$ cat config.mk
export PLATFORM = sky130hd
export DESIGN_NAME = apb_spi_mailbox
export DESIGN_NICKNAME = d
export VERILOG_FILES = /design/src/rtl/apb_spi_mailbox.sv
export SDC_FILE = /design/constraint.sdc
export NUM_CORES = 1
export LEC_CHECK = 0
export BUFFER_PORTS_ARGS = -buffer_cell sky130_fd_sc_hd__buf_4
export CAP_MARGIN = 40
export CELL_PAD_IN_SITES_DETAIL_PLACEMENT = 2
export CELL_PAD_IN_SITES_GLOBAL_PLACEMENT = 2
export CORE_ASPECT_RATIO = 1.25
export CORE_MARGIN = 5
export CORE_UTILIZATION = 37
export DETAILED_ROUTE_END_ITERATION = 10
export PLACE_DENSITY_LB_ADDON = 0.1
export SYNTH_ARGS = -nofsm -noshare
export SYNTH_HDL_FRONTEND = slang
export SYNTH_SLANG_ARGS = --single-unit
$ cat constraint.sdc
create_clock -name apb_pclk_i -period 1.8 [get_ports apb_pclk_i]
set_input_delay 0.09 -clock apb_pclk_i [delete_from_list [all_inputs] [get_ports apb_pclk_i]]
set_output_delay 0.09 -clock apb_pclk_i [all_outputs]
set_load 0.01 [all_outputs]
$ cat src/rtl/apb_spi_mailbox.sv
// APB slave behind the SPI bridge: byte mailbox with two FIFOs, control/status/scratch
// registers, programmable wait states and a registered level interrupt.
module apb_spi_mailbox #(
   parameter int APB_ADDR_WIDTH = 12,
   parameter int APB_DATA_WIDTH = 8,
   parameter int FIFO_LOG_DEPTH = 2,
   parameter int WAIT_CYCLES    = 1
) (
   input  logic                      apb_pclk_i,
   input  logic                      apb_preset_ni,
   input  logic                      psel_i,
   input  logic                      penable_i,
   input  logic [APB_ADDR_WIDTH-1:0] paddr_i,
   input  logic                      pwrite_i,
   input  logic [APB_DATA_WIDTH-1:0] pwdata_i,
   output logic [APB_DATA_WIDTH-1:0] prdata_o,
   output logic                      pready_o,
   output logic [APB_DATA_WIDTH-1:0] host_rx_data_o,
   output logic                      host_rx_valid_o,
   input  logic                      host_rx_ready_i,
   input  logic [APB_DATA_WIDTH-1:0] host_tx_data_i,
   input  logic                      host_tx_valid_i,
   output logic                      host_tx_ready_o,
   output logic                      irq_o
);

   localparam int DEPTH = 1 << FIFO_LOG_DEPTH;
   localparam logic [3:0] WAIT_LIM = 4'(WAIT_CYCLES);
   localparam logic [APB_ADDR_WIDTH-1:0] ADDR_CTRL    = APB_ADDR_WIDTH'(0);
   localparam logic [APB_ADDR_WIDTH-1:0] ADDR_STATUS  = APB_ADDR_WIDTH'(1);
   localparam logic [APB_ADDR_WIDTH-1:0] ADDR_S2H     = APB_ADDR_WIDTH'(2);
   localparam logic [APB_ADDR_WIDTH-1:0] ADDR_H2S     = APB_ADDR_WIDTH'(3);
   localparam logic [APB_ADDR_WIDTH-1:0] ADDR_SCRATCH = APB_ADDR_WIDTH'(4);

   typedef logic [FIFO_LOG_DEPTH:0] ptr_t;

   function automatic logic ptr_full(input ptr_t w, input ptr_t r);
      return (w[FIFO_LOG_DEPTH] != r[FIFO_LOG_DEPTH]) &&
             (w[FIFO_LOG_DEPTH-1:0] == r[FIFO_LOG_DEPTH-1:0]);
   endfunction

   logic [3:0] wcnt;
   logic       irq_en, flush_s2h_q, flush_h2s_q, s2h_ovf, h2s_unf;
   logic [APB_DATA_WIDTH-1:0] scratch;
   ptr_t s2h_wptr, s2h_rptr, h2s_wptr, h2s_rptr;
   logic [APB_DATA_WIDTH-1:0] s2h_mem [DEPTH];
   logic [APB_DATA_WIDTH-1:0] h2s_mem [DEPTH];

   logic wr_commit, rd_commit;
   logic sel_ctrl, sel_status, sel_s2h, sel_h2s, sel_scratch;
   logic s2h_empty, s2h_full, h2s_empty, h2s_full;
   logic s2h_push, s2h_pop, h2s_push, h2s_pop, ovf_set, unf_set, ovf_clr, unf_clr;

   assign pready_o  = psel_i & penable_i & (wcnt == WAIT_LIM);
   assign wr_commit = pready_o & pwrite_i;
   assign rd_commit = pready_o & ~pwrite_i;

   assign sel_ctrl    = (paddr_i == ADDR_CTRL);
   assign sel_status  = (paddr_i == ADDR_STATUS);
   assign sel_s2h     = (paddr_i == ADDR_S2H);
   assign sel_h2s     = (paddr_i == ADDR_H2S);
   assign sel_scratch = (paddr_i == ADDR_SCRATCH);

   assign s2h_empty = (s2h_wptr == s2h_rptr);
   assign s2h_full  = ptr_full(s2h_wptr, s2h_rptr);
   assign h2s_empty = (h2s_wptr == h2s_rptr);
   assign h2s_full  = ptr_full(h2s_wptr, h2s_rptr);

   // Full/empty come from registered pointers, so a same-cycle host pop never rescues an overflow.
   assign s2h_push = wr_commit & sel_s2h & ~s2h_full;
   assign ovf_set  = wr_commit & sel_s2h & s2h_full;
   assign s2h_pop  = host_rx_ready_i & ~s2h_empty;
   assign h2s_push = host_tx_valid_i & ~h2s_full;
   assign h2s_pop  = rd_commit & sel_h2s & ~h2s_empty;
   assign unf_set  = rd_commit & sel_h2s & h2s_empty;
   assign ovf_clr  = wr_commit & sel_status & pwdata_i[4];
   assign unf_clr  = wr_commit & sel_status & pwdata_i[5];

   assign host_rx_data_o  = s2h_mem[s2h_rptr[FIFO_LOG_DEPTH-1:0]];
   assign host_rx_valid_o = ~s2h_empty;
   assign host_tx_ready_o = ~h2s_full;

   always_ff @(posedge apb_pclk_i or negedge apb_preset_ni) begin
      if (!apb_preset_ni) begin
         wcnt        <= '0;
         irq_en      <= 1'b0;
         flush_s2h_q <= 1'b0;
         flush_h2s_q <= 1'b0;
         s2h_ovf     <= 1'b0;
         h2s_unf     <= 1'b0;
         scratch     <= '0;
         irq_o       <= 1'b0;
      end else begin
         wcnt        <= (psel_i & penable_i & ~pready_o) ? wcnt + 4'd1 : 4'd0;
         flush_s2h_q <= wr_commit & sel_ctrl & pwdata_i[1];
         flush_h2s_q <= wr_commit & sel_ctrl & pwdata_i[2];
         if (wr_commit & sel_ctrl)    irq_en  <= pwdata_i[0];
         if (wr_commit & sel_scratch) scratch <= pwdata_i;
         s2h_ovf <= ovf_set | (s2h_ovf & ~ovf_clr);
         h2s_unf <= unf_set | (h2s_unf & ~unf_clr);
         irq_o   <= irq_en & (~s2h_empty | s2h_ovf | h2s_unf);
      end
   end

   // A pending flush overrides any push or pop in the same cycle.
   always_ff @(posedge apb_pclk_i or negedge apb_preset_ni) begin
      if (!apb_preset_ni) begin
         s2h_wptr <= '0;
         s2h_rptr <= '0;
      end else if (flush_s2h_q) begin
         s2h_rptr <= s2h_wptr;
      end else begin
         if (s2h_push) s2h_wptr <= s2h_wptr + ptr_t'(1);
         if (s2h_pop)  s2h_rptr <= s2h_rptr + ptr_t'(1);
      end
   end

   always_ff @(posedge apb_pclk_i or negedge apb_preset_ni) begin
      if (!apb_preset_ni) begin
         h2s_wptr <= '0;
         h2s_rptr <= '0;
      end else if (flush_h2s_q) begin
         h2s_rptr <= h2s_wptr;
      end else begin
         if (h2s_push) h2s_wptr <= h2s_wptr + ptr_t'(1);
         if (h2s_pop)  h2s_rptr <= h2s_rptr + ptr_t'(1);
      end
   end

   always_ff @(posedge apb_pclk_i) begin
      if (s2h_push) s2h_mem[s2h_wptr[FIFO_LOG_DEPTH-1:0]] <= pwdata_i;
      if (h2s_push) h2s_mem[h2s_wptr[FIFO_LOG_DEPTH-1:0]] <= host_tx_data_i;
   end

   always_comb begin
      prdata_o = '0;
      if (rd_commit) begin
         if (sel_ctrl)
            prdata_o = APB_DATA_WIDTH'(irq_en);
         else if (sel_status)
            prdata_o = APB_DATA_WIDTH'({h2s_unf, s2h_ovf, h2s_full, h2s_empty, s2h_full, s2h_empty});
         else if (sel_h2s && !h2s_empty)
            prdata_o = h2s_mem[h2s_rptr[FIFO_LOG_DEPTH-1:0]];
         else if (sel_scratch)
            prdata_o = scratch;
      end
   end

endmodule

== Word level (Yosys, flattened, before mapping) ==
Memories as Yosys holds them, arrays and structs flattened.
Index checks and enable logic that the tools add are counted.
Storage, ports and cells
  register bits: 30
  latch bits: 0
  bits in writable memories: 64
  bits in read-only memories: 0
  input bits: 35
  output and inout bits: 20
  word-level logic and storage cells: 90
  memories kept: 2
Memories
  h2s_mem: depth 4, bits a word 8, read ports 1, clocked after Yosys merged registers in 0, write ports 1, line 47  | logic [APB_DATA_WIDTH-1:0] h2s_mem [DEPTH];
  s2h_mem: depth 4, bits a word 8, read ports 1, clocked after Yosys merged registers in 0, write ports 1, line 46  | logic [APB_DATA_WIDTH-1:0] s2h_mem [DEPTH];
Operators by class
  $add $sub $neg: 5
  multiply operators: 0
  div/mod/pow operators: 0
  order comparisons: 0
  equal/unequal tests: 11
  shifts and indexed selects: 0
  multiplexer cells: 14
  bitwise operators: 37
  reduce and logical (&&, ||, !) cells: 9
Operators with widths (count)
  8-bit two-way mux: 5
  12-bit by 2-bit == test with 1-bit output, second input constant: 2
  1-bit bitwise AND: 23
  3-bit by 1-bit adder with 3-bit output, second input constant: 4
  12-bit by 1-bit == test with 1-bit output, second input constant: 1
  12-bit by 3-bit == test with 1-bit output, second input constant: 1
  12-bit zero test: 1
  3-bit two-way mux: 4
  1-bit NOT: 10
  3-bit == test: 2
  4-bit by 1-bit adder with 4-bit output, second input constant: 1
  2-bit == test: 2
  4-bit by 1-bit == test with 1-bit output, second input constant: 1
  1-bit two-way mux: 4
  4-bit two-way mux: 1
  1-bit bitwise OR: 4
  2-bit AND reduction: 2
  2-bit nonzero test: 2
  1-bit logical AND: 3
  1-bit != test: 2
  1-bit zero test: 1

== Depth between registers and ports, before layout ==
  depth in word-level cells: 8
  gate-level depth with buffers: 6
  gate-level depth less buffers: 6

== Worst setup path before layout ==
Ideal clock, no wire load.
  kind: register to register
  start: register wcnt[1]
  end: memory s2h_mem[3][0] (enable)
  data arrival time: 1.671 ns
  slack: -0.203 ns
  stages on the path, launching flop included: 7
  path buffers: 0
  path through: dfrtp_1 > inv_1 > ha_1 > nor3b_2 > nand4_1 > nor4_1 > and2_1
Between the ends
  word-level cells in the longest chain between the ends: 7
RTL lines
  start: declaration: line 42  | logic [3:0] wcnt;
  start signal: assignment: line 94  | wcnt <= (psel_i & penable_i & ~pready_o) ? wcnt + 4'd1 : 4'd0;
  4-bit by 1-bit == test with 1-bit output: line 54  | assign pready_o = psel_i & penable_i & (wcnt == WAIT_LIM);
  1-bit bitwise AND: line 54
  1-bit bitwise AND: line 55  | assign wr_commit = pready_o & pwrite_i;
  1-bit bitwise AND (2 in series): line 70  | assign s2h_push = wr_commit & sel_s2h & ~s2h_full;
  1-bit two-way mux: line 131  | if (s2h_push) s2h_mem[s2h_wptr[FIFO_LOG_DEPTH-1:0]] <= pwdata_i;
  1-bit two-way mux (not written as such): line 131
  end: declaration: line 46
Every way passes these cells.

== Final worst setup path ==
  start: register s2h_wptr[0]
  end: output prdata_o[0]
Between the ends
  word-level cells in the longest chain between the ends: 4
RTL lines
  start: declaration: line 45  | ptr_t s2h_wptr, s2h_rptr, h2s_wptr, h2s_rptr;
  start signal: assignment: line 113  | if (s2h_push) s2h_wptr <= s2h_wptr + ptr_t'(1);
  3-bit == test: line 64  | assign s2h_empty = (s2h_wptr == s2h_rptr);
  8-bit two-way mux: line 140  | else if (sel_status)
  8-bit two-way mux: line 138  | if (sel_ctrl)
  8-bit two-way mux: line 137  | if (rd_commit) begin
  end: declaration: line 16  | output logic [APB_DATA_WIDTH-1:0] prdata_o,
Every way passes these cells.

==> flow_metrics.tcl <==
set metrics [dict create \
    status "finished with violations" \
    violations "setup timing" \
    rrSetupSlack_ns -0.24 \
    power_mw 6.35 \
    cts.sinks 94 \
    viasPerCell 5.21 \
    cts_buffer_depth 2 \
    path_cells "xor2_2, or3_4, or4_4, a31oi_4, buf_6" \
    final.setup.tns_ns -10.64 \
    dp_hpwl_um 8050 \
    leakagePower_nw 2.34 \
    wl_met1_um 4460 \
    timing.hold.ws_ns 0.0690 \
    async_reset_ff_share_pct 31.9 \
    tightestPinTransition_ns 0.566 \
    critical_path_buf_inv_count 1 \
    hold_viol_final 0 \
    r2r_start "wcnt[1]" \
    sw_frac_of_total_pct 29.4 \
    grt_usage_pct 17.5 \
    critical_path_class "register to primary output" \
    syn_inst 270 \
    ys_ff_latch 94 \
    drive_gt1_share_pct 48.4 \
    fin_util_pct 53.9 \
    synth-main-ff-cell "edfxtp_1" \
    io_pins 55 \
    routedWlPerCell_um 20.9 \
    grt_max_degree 31 \
    slowest_stage "or4_4" \
    peakVddDrop_mv 0.711 \
    required_ns 1.71 \
    holdCritStartpoint "penable_i" \
    synth_top_cell_by_area "edfxtp_1" \
    period_minus_slack_ns 2.18 \
    yosys-top-cells-count "edfxtp_1 (64), dfrtp_1 (30), nor2_1 (17), mux4_2 (16), ha_1 (12)" \
    fmax_mhz 459 \
    setup-violations-final 56 \
    startpoint "s2h_wptr[0]" \
    antenna_found_initial 0 \
    relSlewSlack_pct 62.1 \
    fin_skew_ns 0.00609 \
    antenna_cells 0 \
    grt_pass1_wl_um 18100 \
    grt_overflow_total 0 \
    synth_area_sq_mm 0.00422 \
    cp-end-kind "primary output" \
    final_cell_area_sq_mm 0.00600 \
    cp_top_family "simple AND/OR/NAND/NOR gates" \
    setup_ws_ns -0.379 \
    crit_path_start_kind "register" \
    cts_tree "built" \
    power.switching_mw 1.87 \
    clk_latency_ns 0.34 \
    antenna_left 0 \
    netlist_top_cells_area "edfxtp_1 (46%), dfrtp_1 (18%), mux4_2 (8.5%)" \
    num_vias 2847 \
    hp-class "input pin to register" \
    final_cells 546 \
    io_buffers 54 \
    crit_arrival_ns 2.09 \
    intPower_mw 4.48 \
    synth.avg_cell_area_sq_um 15.6 \
    power.density_mw_per_mm2 1060 \
    netlist.area_leader.share_pct 45.6 \
    initial_core_util_pct 37.9 \
    first_global_vias 3243 \
    rsz0062_at_grt "true" \
    combPwrFrac_pct 28.5 \
    synth_fp_nets 317 \
    die_area_sq_mm 0.0136 \
    finalCritPeriodShare_pct 121 \
    drt_iter0_drc 114 \
    fp.dieH_um 129 \
    synth-edff-count 64 \
    placed_cell_area_sq_mm 0.00517 \
    routed.top_layer "met4" \
    h-tree-depth 3 \
    p_clk_share_pct 29.9 \
    wl_met3_um 300 \
    chipWidth_um 105 \
    drt-pass1-iter-count 6 \
    dp_slack_ns -0.150 \
    dp_cells 496 \
    cts_buffers 9 \
    num_rows 43 \
    maxCapViolations 0 \
    cts_root_buffer "clkbuf_16" \
    route.final.wire_length_um 11400 \
    fill_cells 1014 \
    drv_slew 0 \
    drcViolationCount 0 \
    cts.clk_slew.worst_paths_ns 0.07 \
    synth-seq-area-share_pct 63.4 \
    finalWeightedCongestion 0.759 \
    synth.distinct_cells 44 \
    cp_slowest_stage_delay_ns 0.44 \
    synth_most_common_cell "edfxtp_1" \
    wl_met2_um 6510 \
    final_nets 453 \
    p_seq_share_pct 41.7 \
    yosysWarnings 0 \
    worstPathMaxFanout 2 \
    synthToLayoutAreaGrowth_pct 42.3 \
    design.core.area_sq_mm 0.0111 \
]
==> registers in the layout, summed over array words and instances, names as in the netlist <==
register,count
wcnt,4
flush_s2h_q,1
flush_h2s_q,1
h2s_wptr,3
s2h_mem,32
h2s_mem,32
irq_en,1
s2h_wptr,3
scratch,8
h2s_unf,1
h2s_rptr,3
s2h_rptr,3
irq_o,1
s2h_ovf,1
==> worst register-to-register path, cell delays in order, from the launching register on <==
cell,delay (ns)
dfrtp_1,0.39
inv_1,0.06
ha_2,0.17
nor3b_4,0.23
buf_4,0.16
nand4_1,0.16
nor4_2,0.17
buf_4,0.16
and2_4,0.25
==> cell families after synthesis <==
logic type / share of synthesized area, %
buffers and inverters: 1.96
muxes: 12.0
adders and majority gates: 3.56
xor gates and xnor gates: 3.11
DFF: 63.4
and+or+nand+nor: 11.0
AOI/OAI and AO/OA: 5.04
==> path summary, 6_finish.rpt <==
kind | end | depth (start not counted)
max in group asynchronous | h2s_rptr[0] | 2
min in group asynchronous | wcnt[2] | 2
worst min register to register | scratch[4] | 1
worst max-delay path | prdata_o[0] | 5
worst min-delay path | wcnt[3] | 3
worst max register to register | s2h_mem[0][4] | 8
==> power by group through the flow <==
stage                     Sequential [mW]  Clock (mW)  Combinational [mW]
after floorplan                      2.68           0               0.839
final                                2.65        1.90                1.81
after detailed placement             2.71           0                1.63
after global routing                 2.67        2.07                1.98
after CTS                            2.65        1.94                1.78
after global placement               2.68           0                1.57
==> per-layer routing <==
| metal | track usage, % | vias to the layer above |
|---|---|---|
| met5 | 0 | - |
| met4 | 5.49 | 0 |
| met3 | 2.94 | 10 |
| met2 | 33.5 | 47 |
| met1 | 19.8 | 1466 |
| li1 | - | 1324 |
==> repair_timing <==
item / CTS / global route
pin swaps: 12 / 9
resized for setup: 35 / 22
endpoints found under the hold margin: 94 / 0
setup buffers: 13 / 6
setup endpoints to repair: 58 / 100
hold buffers: 17 / 0
==> final cells by class <==
class	count	area, sq um	share of cell area (%)
Sequential cell	94	2670	44.6
Timing Repair Buffer	131	1120	18.7
Inverter	11	41.3	0.688
Clock buffer	9	225	3.75
Multi-Input combinational cell	159	1690	28.2
Tap cell	135	169	2.81
Clock inverter	7	75.1	1.25
==> cells in the final DEF, fill, tap and decap left out, types with 4 or more instances in the layout <==
cell / n
dlygate4sd3_1: 17
mux2_4: 9
o21ai_0: 4
buf_6: 7
dfrtp_1: 29
nor2_1: 12
and2_1: 6
ha_1: 11
inv_1: 11
a222oi_1: 5
xnor2_1: 4
nand2_1: 9
and2_4: 4
xor2_1: 6
nand3_1: 4
buf_12: 5
mux4_2: 16
buf_4: 101
clkbuf_16: 9
edfxtp_1: 64
Note: power is estimated with default switching activity, not from simulation.
